**config.mk**
```make
export PLATFORM = sky130hd
export DESIGN_NAME = prio_encode_rr_flat
export DESIGN_NICKNAME = d
export VERILOG_FILES = /design/src/rtl/prio_encode_rr_pkg.sv /design/src/rtl/prio_encode_rr_if.sv /design/src/rtl/prio_encode_rr_scan.sv /design/src/rtl/prio_encode_rr.sv /design/src/flat_wrapper.sv
export SDC_FILE = /design/constraint.sdc
export NUM_CORES = 1
export LEC_CHECK = 0
export ABC_AREA = 1
export BUFFER_PORTS_ARGS = -buffer_cell sky130_fd_sc_hd__buf_2
export CAP_MARGIN = 10
export CORE_AREA = 2 2 68 70
export DETAILED_ROUTE_END_ITERATION = 8
export DIE_AREA = 0 0 70 72
export SLEW_MARGIN = 0
export SYNTH_ARGS = -nofsm -noshare
export SYNTH_HDL_FRONTEND = slang
export SYNTH_SLANG_ARGS = --single-unit
```
**constraint.sdc**
```tcl
create_clock -name clk -period 4.1 [get_ports clk]
set_clock_uncertainty 0.15 [all_clocks]
set_input_delay 0.82 -clock clk [delete_from_list [all_inputs] [get_ports clk]]
set_output_delay 0.82 -clock clk [all_outputs]
set_load 0.03 [all_outputs]
```
**src/rtl/prio_encode_rr_pkg.sv**
```systemverilog
// Shared definitions for the registered priority encoder: index-width helper and mode encodings.
package prio_pkg;

    localparam logic MODE_FIXED = 1'b0;
    localparam logic MODE_RR    = 1'b1;

    // Index width that never collapses to zero bits, so a two-line encoder still gets a 1-bit index.
    function automatic int clog2_min1(input int n);
        return ($clog2(n) < 1) ? 1 : $clog2(n);
    endfunction

endpackage

```
**src/rtl/prio_encode_rr_if.sv**
```systemverilog
// Request/grant bundle between a requester group and the priority encoder.
interface prio_encode_rr_if #(parameter int N = 8);
    import prio_pkg::*;

    localparam int W = clog2_min1(N);

    logic         en;
    logic         mode;
    logic [N-1:0] req;
    logic         out_ready;
    logic         out_valid;
    logic [W-1:0] idx;
    logic [N-1:0] onehot;
    logic         idc;

    modport slave (
        input  en, mode, req, out_ready,
        output out_valid, idx, onehot, idc
    );

    modport master (
        output en, mode, req, out_ready,
        input  out_valid, idx, onehot, idc
    );

endinterface

```
**src/rtl/prio_encode_rr_scan.sv**
```systemverilog
// Combinational search for the first set request, walking downward from start-1 with wrap mod N.
module prio_scan #(
    parameter int N = 8
) (
    input  logic [N-1:0]                      req,
    input  logic [prio_pkg::clog2_min1(N)-1:0] start,
    input  logic                              rr,
    output logic                              found,
    output logic [prio_pkg::clog2_min1(N)-1:0] win
);
    import prio_pkg::*;

    localparam int W = clog2_min1(N);

    // Visit candidates from lowest to highest priority so the highest-priority hit is written last.
    always_comb begin
        int sIdx;
        int j;
        found = 1'b0;
        win   = '0;
        j     = 0;
        sIdx  = N - 1;
        if (rr && (start != '0)) begin
            sIdx = int'(start) - 1;
        end
        for (int k = N - 1; k >= 0; k--) begin
            j = (sIdx - k + N) % N;
            if (req[j]) begin
                found = 1'b1;
                win   = W'(j);
            end
        end
    end

endmodule

```
**src/rtl/prio_encode_rr.sv**
```systemverilog
// Registered fixed/round-robin priority encoder with a valid/ready output stage.
module prio_encode_rr #(
    parameter int N = 8
) (
    input  logic                clk,
    input  logic                rst_n,
    prio_encode_rr_if.slave     bus
);
    import prio_pkg::*;

    localparam int W = clog2_min1(N);

    logic         r_valid;
    logic [W-1:0] r_idx;
    logic [N-1:0] r_onehot;
    logic         r_idc;
    logic [W-1:0] r_ptr;

    logic         w_load;
    logic         w_found;
    logic [W-1:0] w_win;
    logic [N-1:0] w_onehot;

    prio_scan #(.N(N)) u_scan (
        .req   (bus.req),
        .start (r_ptr),
        .rr    (bus.mode == MODE_RR),
        .found (w_found),
        .win   (w_win)
    );

    // A stalled grant blocks sampling; new requests arriving meanwhile are dropped, not queued.
    assign w_load   = bus.en && (!r_valid || bus.out_ready);
    assign w_onehot = w_found ? (N'(1) << w_win) : '0;

    always_ff @(posedge clk or negedge rst_n) begin
        if (!rst_n) begin
            r_valid  <= 1'b0;
            r_idx    <= '0;
            r_onehot <= '0;
            r_idc    <= 1'b0;
            r_ptr    <= '0;
        end else if (w_load) begin
            r_valid  <= w_found;
            r_idc    <= w_found;
            r_idx    <= w_found ? w_win : '0;
            r_onehot <= w_onehot;
            if (w_found && (bus.mode == MODE_RR)) begin
                r_ptr <= w_win;
            end
        end else if (r_valid && bus.out_ready) begin
            r_valid  <= 1'b0;
            r_onehot <= '0;
        end
    end

    assign bus.out_valid = r_valid;
    assign bus.idx       = r_idx;
    assign bus.onehot    = r_onehot;
    assign bus.idc       = r_idc;

endmodule

```
**src/flat_wrapper.sv**
```systemverilog
// flat-port wrapper written by rule: the top's interface ports become plain ports
module prio_encode_rr_flat import prio_pkg::*;
#(
    parameter int N = 8
)
  (clk, rst_n, bus_en, bus_mode, bus_req, bus_out_ready, bus_out_valid, bus_idx, bus_onehot, bus_idc);
  prio_encode_rr_if #(.N(N)) bus_i ();
  input  logic clk;
  input  logic rst_n;
  input wire logic [$bits(bus_i.en)-1:0] bus_en;
  input wire logic [$bits(bus_i.mode)-1:0] bus_mode;
  input wire logic [$bits(bus_i.req)-1:0] bus_req;
  input wire logic [$bits(bus_i.out_ready)-1:0] bus_out_ready;
  output wire logic [$bits(bus_i.out_valid)-1:0] bus_out_valid;
  output wire logic [$bits(bus_i.idx)-1:0] bus_idx;
  output wire logic [$bits(bus_i.onehot)-1:0] bus_onehot;
  output wire logic [$bits(bus_i.idc)-1:0] bus_idc;
  assign bus_i.en = bus_en;
  assign bus_i.mode = bus_mode;
  assign bus_i.req = bus_req;
  assign bus_i.out_ready = bus_out_ready;
  assign bus_out_valid = bus_i.out_valid;
  assign bus_idx = bus_i.idx;
  assign bus_onehot = bus_i.onehot;
  assign bus_idc = bus_i.idc;
  prio_encode_rr #(.N(N)) u_core (.clk(clk), .rst_n(rst_n), .bus(bus_i));
endmodule
```
== Word level (Yosys, flattened, before mapping) ==
Cells that the tools add are included.

* Mux-type cells: 47
* Bitwise operators: 8
* $add $sub $neg: 16
* Shift operators: 1
* Magnitude comparators: 8
* Reductions and logical operators: 17

{| class="wikitable"
|+ Operators by type and width
! kind !! number
|-
| $add 32x5->32 const B || 8
|-
| $sub 32x4->32 const B || 4
|-
| $sub 32x3->32 const B || 2
|-
| $lt 4x5->1 const B || 8
|-
| $mux 32 || 1
|-
| $sub 32x2->32 const B || 1
|-
| $mux 3 || 9
|-
| $mux 1 || 26
|-
| $bmux 1 s3 || 8
|-
| $mux 8 || 3
|-
| $reduce_or 3->1 || 8
|-
| $and 1x1->1 || 8
|-
| $shl 1x3->8 const A || 1
|-
| $logic_and 1x1->1 || 4
|-
| $sub 3x1->4 const B || 1
|-
| $reduce_bool 3->1 || 1
|-
| $reduce_and 2->1 || 1
|-
| $reduce_bool 2->1 || 1
|-
| $logic_not 1->1 || 1
|-
| $logic_or 1x1->1 || 1
|}

* Register bits: 16
* Output and inout bits: 13
* Input port bits: 13
* Logic and storage cells: 102

== Depth between registers and ports, before layout ==
* Word-level depth: 21
* Depth in mapped cells: 24
* Gate-level depth less buffers: 22

== Modules after synthesis ==
From an unflattened synthesis, not the netlist that was laid out.

* Cell total of the unflattened synthesis: 239
* Area total of the unflattened synthesis: 1596.5 um^2

{| class="wikitable"
|+ By module, submodules not included
! module !! area an instance (um^2) !! sequential area each (um^2) !! cells an instance !! instances
|-
| prio_scan || 932.1 || 0.0 || 167 || 1
|-
| prio_encode_rr || 664.4 || 400.4 || 72 || 1
|}

== Worst setup path after synthesis ==
OpenSTA, ideal clock, no wires.

* Path type: register to register
* Start point: register u_core.r_ptr[0]
* End point: register u_core.r_ptr[1]
* Data arrival time: 2.749 ns
* Setup time: 0.124 ns
* Data required time: 3.826 ns
* Clock period less this slack: 3.023 ns
* Setup slack: 1.077 ns
* Stages on the path, launching flop included: 19
* Path buffers: 1
* Cell sequence: dfrtp_1 buf_2 inv_1 ha_1 ha_1 inv_1 nand3_4 clkinv_4 ha_1 inv_1 nand3_2 nand3_1 nand2_2 nor2_4 nand3_2 o21ai_4 nor2_2 nand3_1 o21ai_1

* Word-level cells in the longest chain between the ends: 18
* Elaborated cells on any way between the ends: 61
* Those cells by class: 16 x add/sub; 41 x mux; 4 x reduce/logical

{| class="wikitable"
|+ Ends and longest elaborated chain
! element !! RTL line !! source
|-
| start: declaration || prio_encode_rr.sv:17 || <nowiki>logic [W-1:0] r_ptr;</nowiki>
|-
| start signal: assignment || prio_encode_rr.sv:49 || <nowiki>r_ptr <= w_win;</nowiki>
|-
| branches (longest 2 deep; another with $sub 3x1->4) || - ||
|-
| $mux 32 (*) || prio_encode_rr_scan.sv:23 || <nowiki>if (rr && (start != '0)) begin</nowiki>
|-
| $sub 32x4->32 || prio_encode_rr_scan.sv:27 || <nowiki>j = (sIdx - k + N) % N;</nowiki>
|-
| $add 32x5->32 || prio_encode_rr_scan.sv:27 ||
|-
| $bmux 1 s3 || prio_encode_rr_scan.sv:28 || <nowiki>if (req[j]) begin</nowiki>
|-
| $mux 1 (implied by the code) (2 in a row) || prio_encode_rr_scan.sv:28 ||
|-
| $mux 1 (8 in a row) || prio_encode_rr_scan.sv:28 ||
|-
| $logic_and 1x1->1 || prio_encode_rr.sv:48 || <nowiki>if (w_found && (bus.mode == MODE_RR)) begin</nowiki>
|-
| $reduce_and 2->1 (no source line) || - ||
|}

Mark *: on every way between the ends. The select of a mux whose other input is x is not followed.
A chain may end at the register's enable or synchronous reset.

== Worst setup path after layout ==
* Start point: register u_core.r_ptr[0]
* End point: register u_core.r_onehot[7] (netlist: u_core.bus.onehot[7])

* Word-level cells in the longest chain between the ends: 19
* Elaborated cells on any way between the ends: 62
* Those cells by class: 16 x add/sub; 1 x shift; 43 x mux; 2 x reduce/logical

{| class="wikitable"
|+ Ends and longest elaborated chain
! element !! RTL line !! source
|-
| branches (longest 2 deep; another with $sub 3x1->4) || - ||
|-
| $mux 32 (*) || prio_encode_rr_scan.sv:23 ||
|-
| $sub 32x4->32 || prio_encode_rr_scan.sv:27 ||
|-
| $add 32x5->32 || prio_encode_rr_scan.sv:27 ||
|-
| $bmux 1 s3 || prio_encode_rr_scan.sv:28 ||
|-
| $mux 1 (implied by the code) (2 in a row) || prio_encode_rr_scan.sv:28 ||
|-
| $mux 3 (8 in a row) || prio_encode_rr_scan.sv:28 ||
|-
| $shl 1x3->8 || prio_encode_rr.sv:34 || <nowiki>assign w_onehot = w_found ? (N'(1) << w_win) : '0;</nowiki>
|-
| $mux 8 (*) || prio_encode_rr.sv:34 ||
|-
| $mux 8 (*) || prio_encode_rr.sv:43 || <nowiki>end else if (w_load) begin</nowiki>
|-
| end signal: assignment || prio_encode_rr.sv:47 || <nowiki>r_onehot <= w_onehot;</nowiki>
|-
| end: declaration || prio_encode_rr.sv:15 || <nowiki>logic [N-1:0] r_onehot;</nowiki>
|}

Marks and branches as above.

==> summary by stage <==
Detailed routing
The number of nets with antenna violations after routing is 0. For this run, design rule violations remaining after detail routing come to 0. The detailed router finished its first iteration with 48 violations. Dividing the detail-routed wire length by the instance count gives about 12 µm. Detailed routing inserted a total of around 1500 vias. The routed via count divided by cell count is about 5. The first TritonRoute pass finished after 4 iterations. The total wire length is 3750 µm.

Clock tree
The clock drives 16 sinks. The latest clock arrival within the worst-skew pair is around 0.25 ns. CTS built an H-tree with a depth of 1. The number of buffers inserted for hold repair after clock tree synthesis is 0. Post-CTS repair changed the size of 0 cells. The clock-pin slew on the worst setup and hold paths is ~0.060 ns. The number of buffers on the longest clock path is 2. The clock root buffer is sky130_fd_sc_hd__clkbuf_8. The CTS tree is yes. The post-CTS setup buffer count is 0. TritonCTS created 3 clock buffers.

STA
At the pin with the least slew margin, the transition time is around 0.64 ns. Setup violations remaining at the end of the flow were counted as 0. In this run the tightest slew margin relative to its limit is between 50% and 60%. The total negative setup slack is 0 ns. The final critical path takes up 86.5% of the cycle. The final count of hold timing violations was 0.

Setup repair after global routing left no endpoint under its margin. Counting I/O delays and the setup requirement, the final critical path takes around 3.5 ns. The final number of max-transition violations was 0. The highest attainable clock frequency is roughly 280 MHz.

Global route
The pin count of the biggest net entering global routing is 17. The via count of the first global-routing pass was ~1400. Global routing used about 16% of the available tracks across all layers. The number of antenna violations at the first check in global routing is 0. The total overflow reported by the global router is 0. The first global-routing pass estimated between 6000 and 7000 µm of wire.

Setup path
The kind of cell adding the most delay to the critical path is simple AND/OR/NAND/NOR gates. The worst setup path is captured at a register. Of all nets on the critical path, the largest fanout is 14.

The start-to-end type of the worst setup path is reg2reg. In this run the number of cells on the critical path is 20. The endpoint identified for the worst register-to-register timing path is u_core.bus.onehot[7]. The largest single stage delay on the critical path is between 0.3 and 0.4 ns. The beginning of the critical path is u_core.r_ptr[0]. The startpoint identified for the worst register-to-register timing path is u_core.r_ptr[0]. The length in cells of the worst reg-to-reg path is 20.

In this run the register-to-register setup slack is between 0.5 and 0.6 ns. At the worst endpoint, the required time is between 4 and 5 ns. Traced cell by cell, the critical path runs through buf_4 -> inv_1 -> ha_1 -> ha_1 -> inv_1 -> nand3_4 -> inv_2 -> ha_1 -> inv_1 -> nand3_2 -> nand3_1 -> nand2_2 -> nor2_4 -> nand3_2 -> nand2_1 -> nand3_2 -> nand2_4 -> inv_4 -> nand4_1 -> nand2_1. The type of origin of the critical path is a register. Data arrives at the worst endpoint at approximately 3.5 ns. The last element of the critical path is u_core.bus.onehot[7]. Together, buffers and inverters on the worst path number 6. The largest individual stage delay along the critical path comes from the cell sky130_fd_sc_hd__inv_1.

Final layout
Cells fill approximately 43% of the core in the end. The area growth from synthesis to layout is 13.7%. At the end of the flow, the number of nets in the layout was roughly 270. The repair_antennas step left the layout with diodes totalling 0.

In the final layout, the share of cells above drive strength 1 is a little under a third.

Die
The die height is between 70 and 80 µm. In this run the count of I/O pins placed on the die edge is 26. The initial core utilization is approximately 38%. The area of the core region is around 0.0043 mm². The die outline area is around 0.0050 mm². The die is approximately 70 µm wide. The number of standard-cell rows in the floorplan is 24.

Synth
In the synthesized netlist, the number of instances is around 230. The average footprint of a synthesized cell is 7.01 µm². The sequential fraction of the synthesis area is between 20 and 25%.

The post-synth net total is 246. In this run, distinct cell masters in the synthesized netlist total 28. The main flop type after synthesis is sky130_fd_sc_hd__dfrtp_1.

For this run, the number of Yosys warnings is 0. The netlist area before placement is 0.00161 mm². The number of enable-type register cells in the synthesized netlist is 0. The synthesized design contains 16 register bits. The share of synthesized registers carrying an async set or reset is 100%.

Run
Max-cap violations in this run came to 0.

Placed design
The number of I/O port buffers is 25. The placed wire-length estimate is between 3000 and 4000 µm. The congestion estimate from routability-driven global placement came to roughly 0.87.

Hold path
The worst hold path belongs to the class in2async.

Status
The run finished with clean final reports.
[registers in the layout (all words and copies together), names as in the netlist]
| signal | count |
|---|---|
| u_core.bus.idc | 1 |
| u_core.bus.out_valid | 1 |
| u_core.r_ptr | 3 |
| u_core.bus.idx | 3 |
| u_core.bus.onehot | 8 |
[through the flow]
stage          cells  instance area (µm²)  hold slack [ns]  setup WS [ns]
2_1_floorplan    229                 1610            0.339           1.08
3_3_place_gp     303                 1770            0.310          0.593
3_5_place_dp     303                 1770            0.310          0.565
4_1_cts          307                 1830            0.327          0.546
5_1_grt          307                 1830            0.336          0.240
6_report         307                 1830            0.314          0.553
[metal layers]
metal / vias to the layer above / part of all wire [%] / global-route usage [%]
met5: - / 0 / 0
met2: 31 / 47 / 25.8
met4: 0 / 0.61 / 3.85
met3: 2 / 3.5 / 2.50
li1: 810 / - / -
met1: 699 / 48 / 22.1
[area by class of cell]
type                            instances  area, µm²
Clock buffer                            4       55.1
Sequential cell                        16        400
Multi-Input combinational cell        178       1050
Inverter                               31        124
Fill cell                             459       2440
Timing Repair Buffer                   26        133
Tap cell                               52       65.1
[cells by family (layout without fill, tap and decap cells)]
group / after synthesis / count (layout) / share of synthesized area, %
fa+ha+maj: 4 / 4 / 3.12
simple gates: 154 / 154 / 53.3
buf+inv: 35 / 61 / 9.74
compound gates: 18 / 18 / 7.80
flops: 16 / 16 / 24.9
xor+xnor: 2 / 2 / 1.09
[Yosys cell counts, types with 2 or more instances]
cell | n | share of area, %
sky130_fd_sc_hd__nand2_1 | 73 | 17
sky130_fd_sc_hd__inv_1 | 24 | 5.6
sky130_fd_sc_hd__nand3_1 | 23 | 7.2
sky130_fd_sc_hd__dfrtp_1 | 16 | 25
sky130_fd_sc_hd__nand2_2 | 15 | 5.8
sky130_fd_sc_hd__nand4_1 | 15 | 5.8
sky130_fd_sc_hd__nand3_2 | 14 | 8.7
sky130_fd_sc_hd__a21oi_1 | 6 | 1.9
sky130_fd_sc_hd__inv_2 | 5 | 1.2
sky130_fd_sc_hd__ha_1 | 4 | 3.1
sky130_fd_sc_hd__o21ai_1 | 4 | 1.2
sky130_fd_sc_hd__nand2_4 | 3 | 2.1
sky130_fd_sc_hd__nand3_4 | 3 | 3.3
sky130_fd_sc_hd__nor2_1 | 3 | 0.70
sky130_fd_sc_hd__nor2_2 | 3 | 1.2
sky130_fd_sc_hd__buf_2 | 2 | 0.62
sky130_fd_sc_hd__buf_6 | 2 | 1.4
sky130_fd_sc_hd__nor2_4 | 2 | 1.4
sky130_fd_sc_hd__o21ai_0 | 2 | 0.62
sky130_fd_sc_hd__o21ai_2 | 2 | 1.1
[cells in the final DEF, fill, tap and decap left out, types with 2 or more instances in the layout]
master,n
sky130_fd_sc_hd__nand2_1,73
sky130_fd_sc_hd__buf_2,25
sky130_fd_sc_hd__inv_1,24
sky130_fd_sc_hd__nand3_1,23
sky130_fd_sc_hd__dfrtp_1,16
sky130_fd_sc_hd__nand2_2,15
sky130_fd_sc_hd__nand4_1,15
sky130_fd_sc_hd__nand3_2,14
sky130_fd_sc_hd__a21oi_1,6
sky130_fd_sc_hd__inv_2,5
sky130_fd_sc_hd__o21ai_1,4
sky130_fd_sc_hd__ha_1,4
sky130_fd_sc_hd__clkbuf_8,4
sky130_fd_sc_hd__nand3_4,3
sky130_fd_sc_hd__nor2_1,3
sky130_fd_sc_hd__nor2_2,3
sky130_fd_sc_hd__nand2_4,3
sky130_fd_sc_hd__o21ai_2,2
sky130_fd_sc_hd__nor2_4,2
sky130_fd_sc_hd__o21ai_0,2
[worst min-delay path by stage]
| stage | start | endpoint | slack (ns) | depth (start not counted) |
|---|---|---|---|---|
| 6_report | rst_n | u_core.bus.out_valid | 0.31 | 1 |
| 4_1_cts | rst_n | u_core.bus.out_valid | 0.33 | 1 |
| 3_5_place_dp | u_core.bus.onehot[0] | u_core.bus.onehot[0] | 0.31 | 2 |
| 2_1_floorplan | u_core.r_ptr[1] | u_core.r_ptr[1] | 0.34 | 2 |
| 5_1_grt | rst_n | u_core.bus.out_valid | 0.34 | 1 |
| 3_3_place_gp | u_core.bus.idx[2] | u_core.bus.idx[2] | 0.31 | 1 |
Power is not shown: default switching activity piles up to over one toggle a cycle in this logic, so the estimate is an artifact.
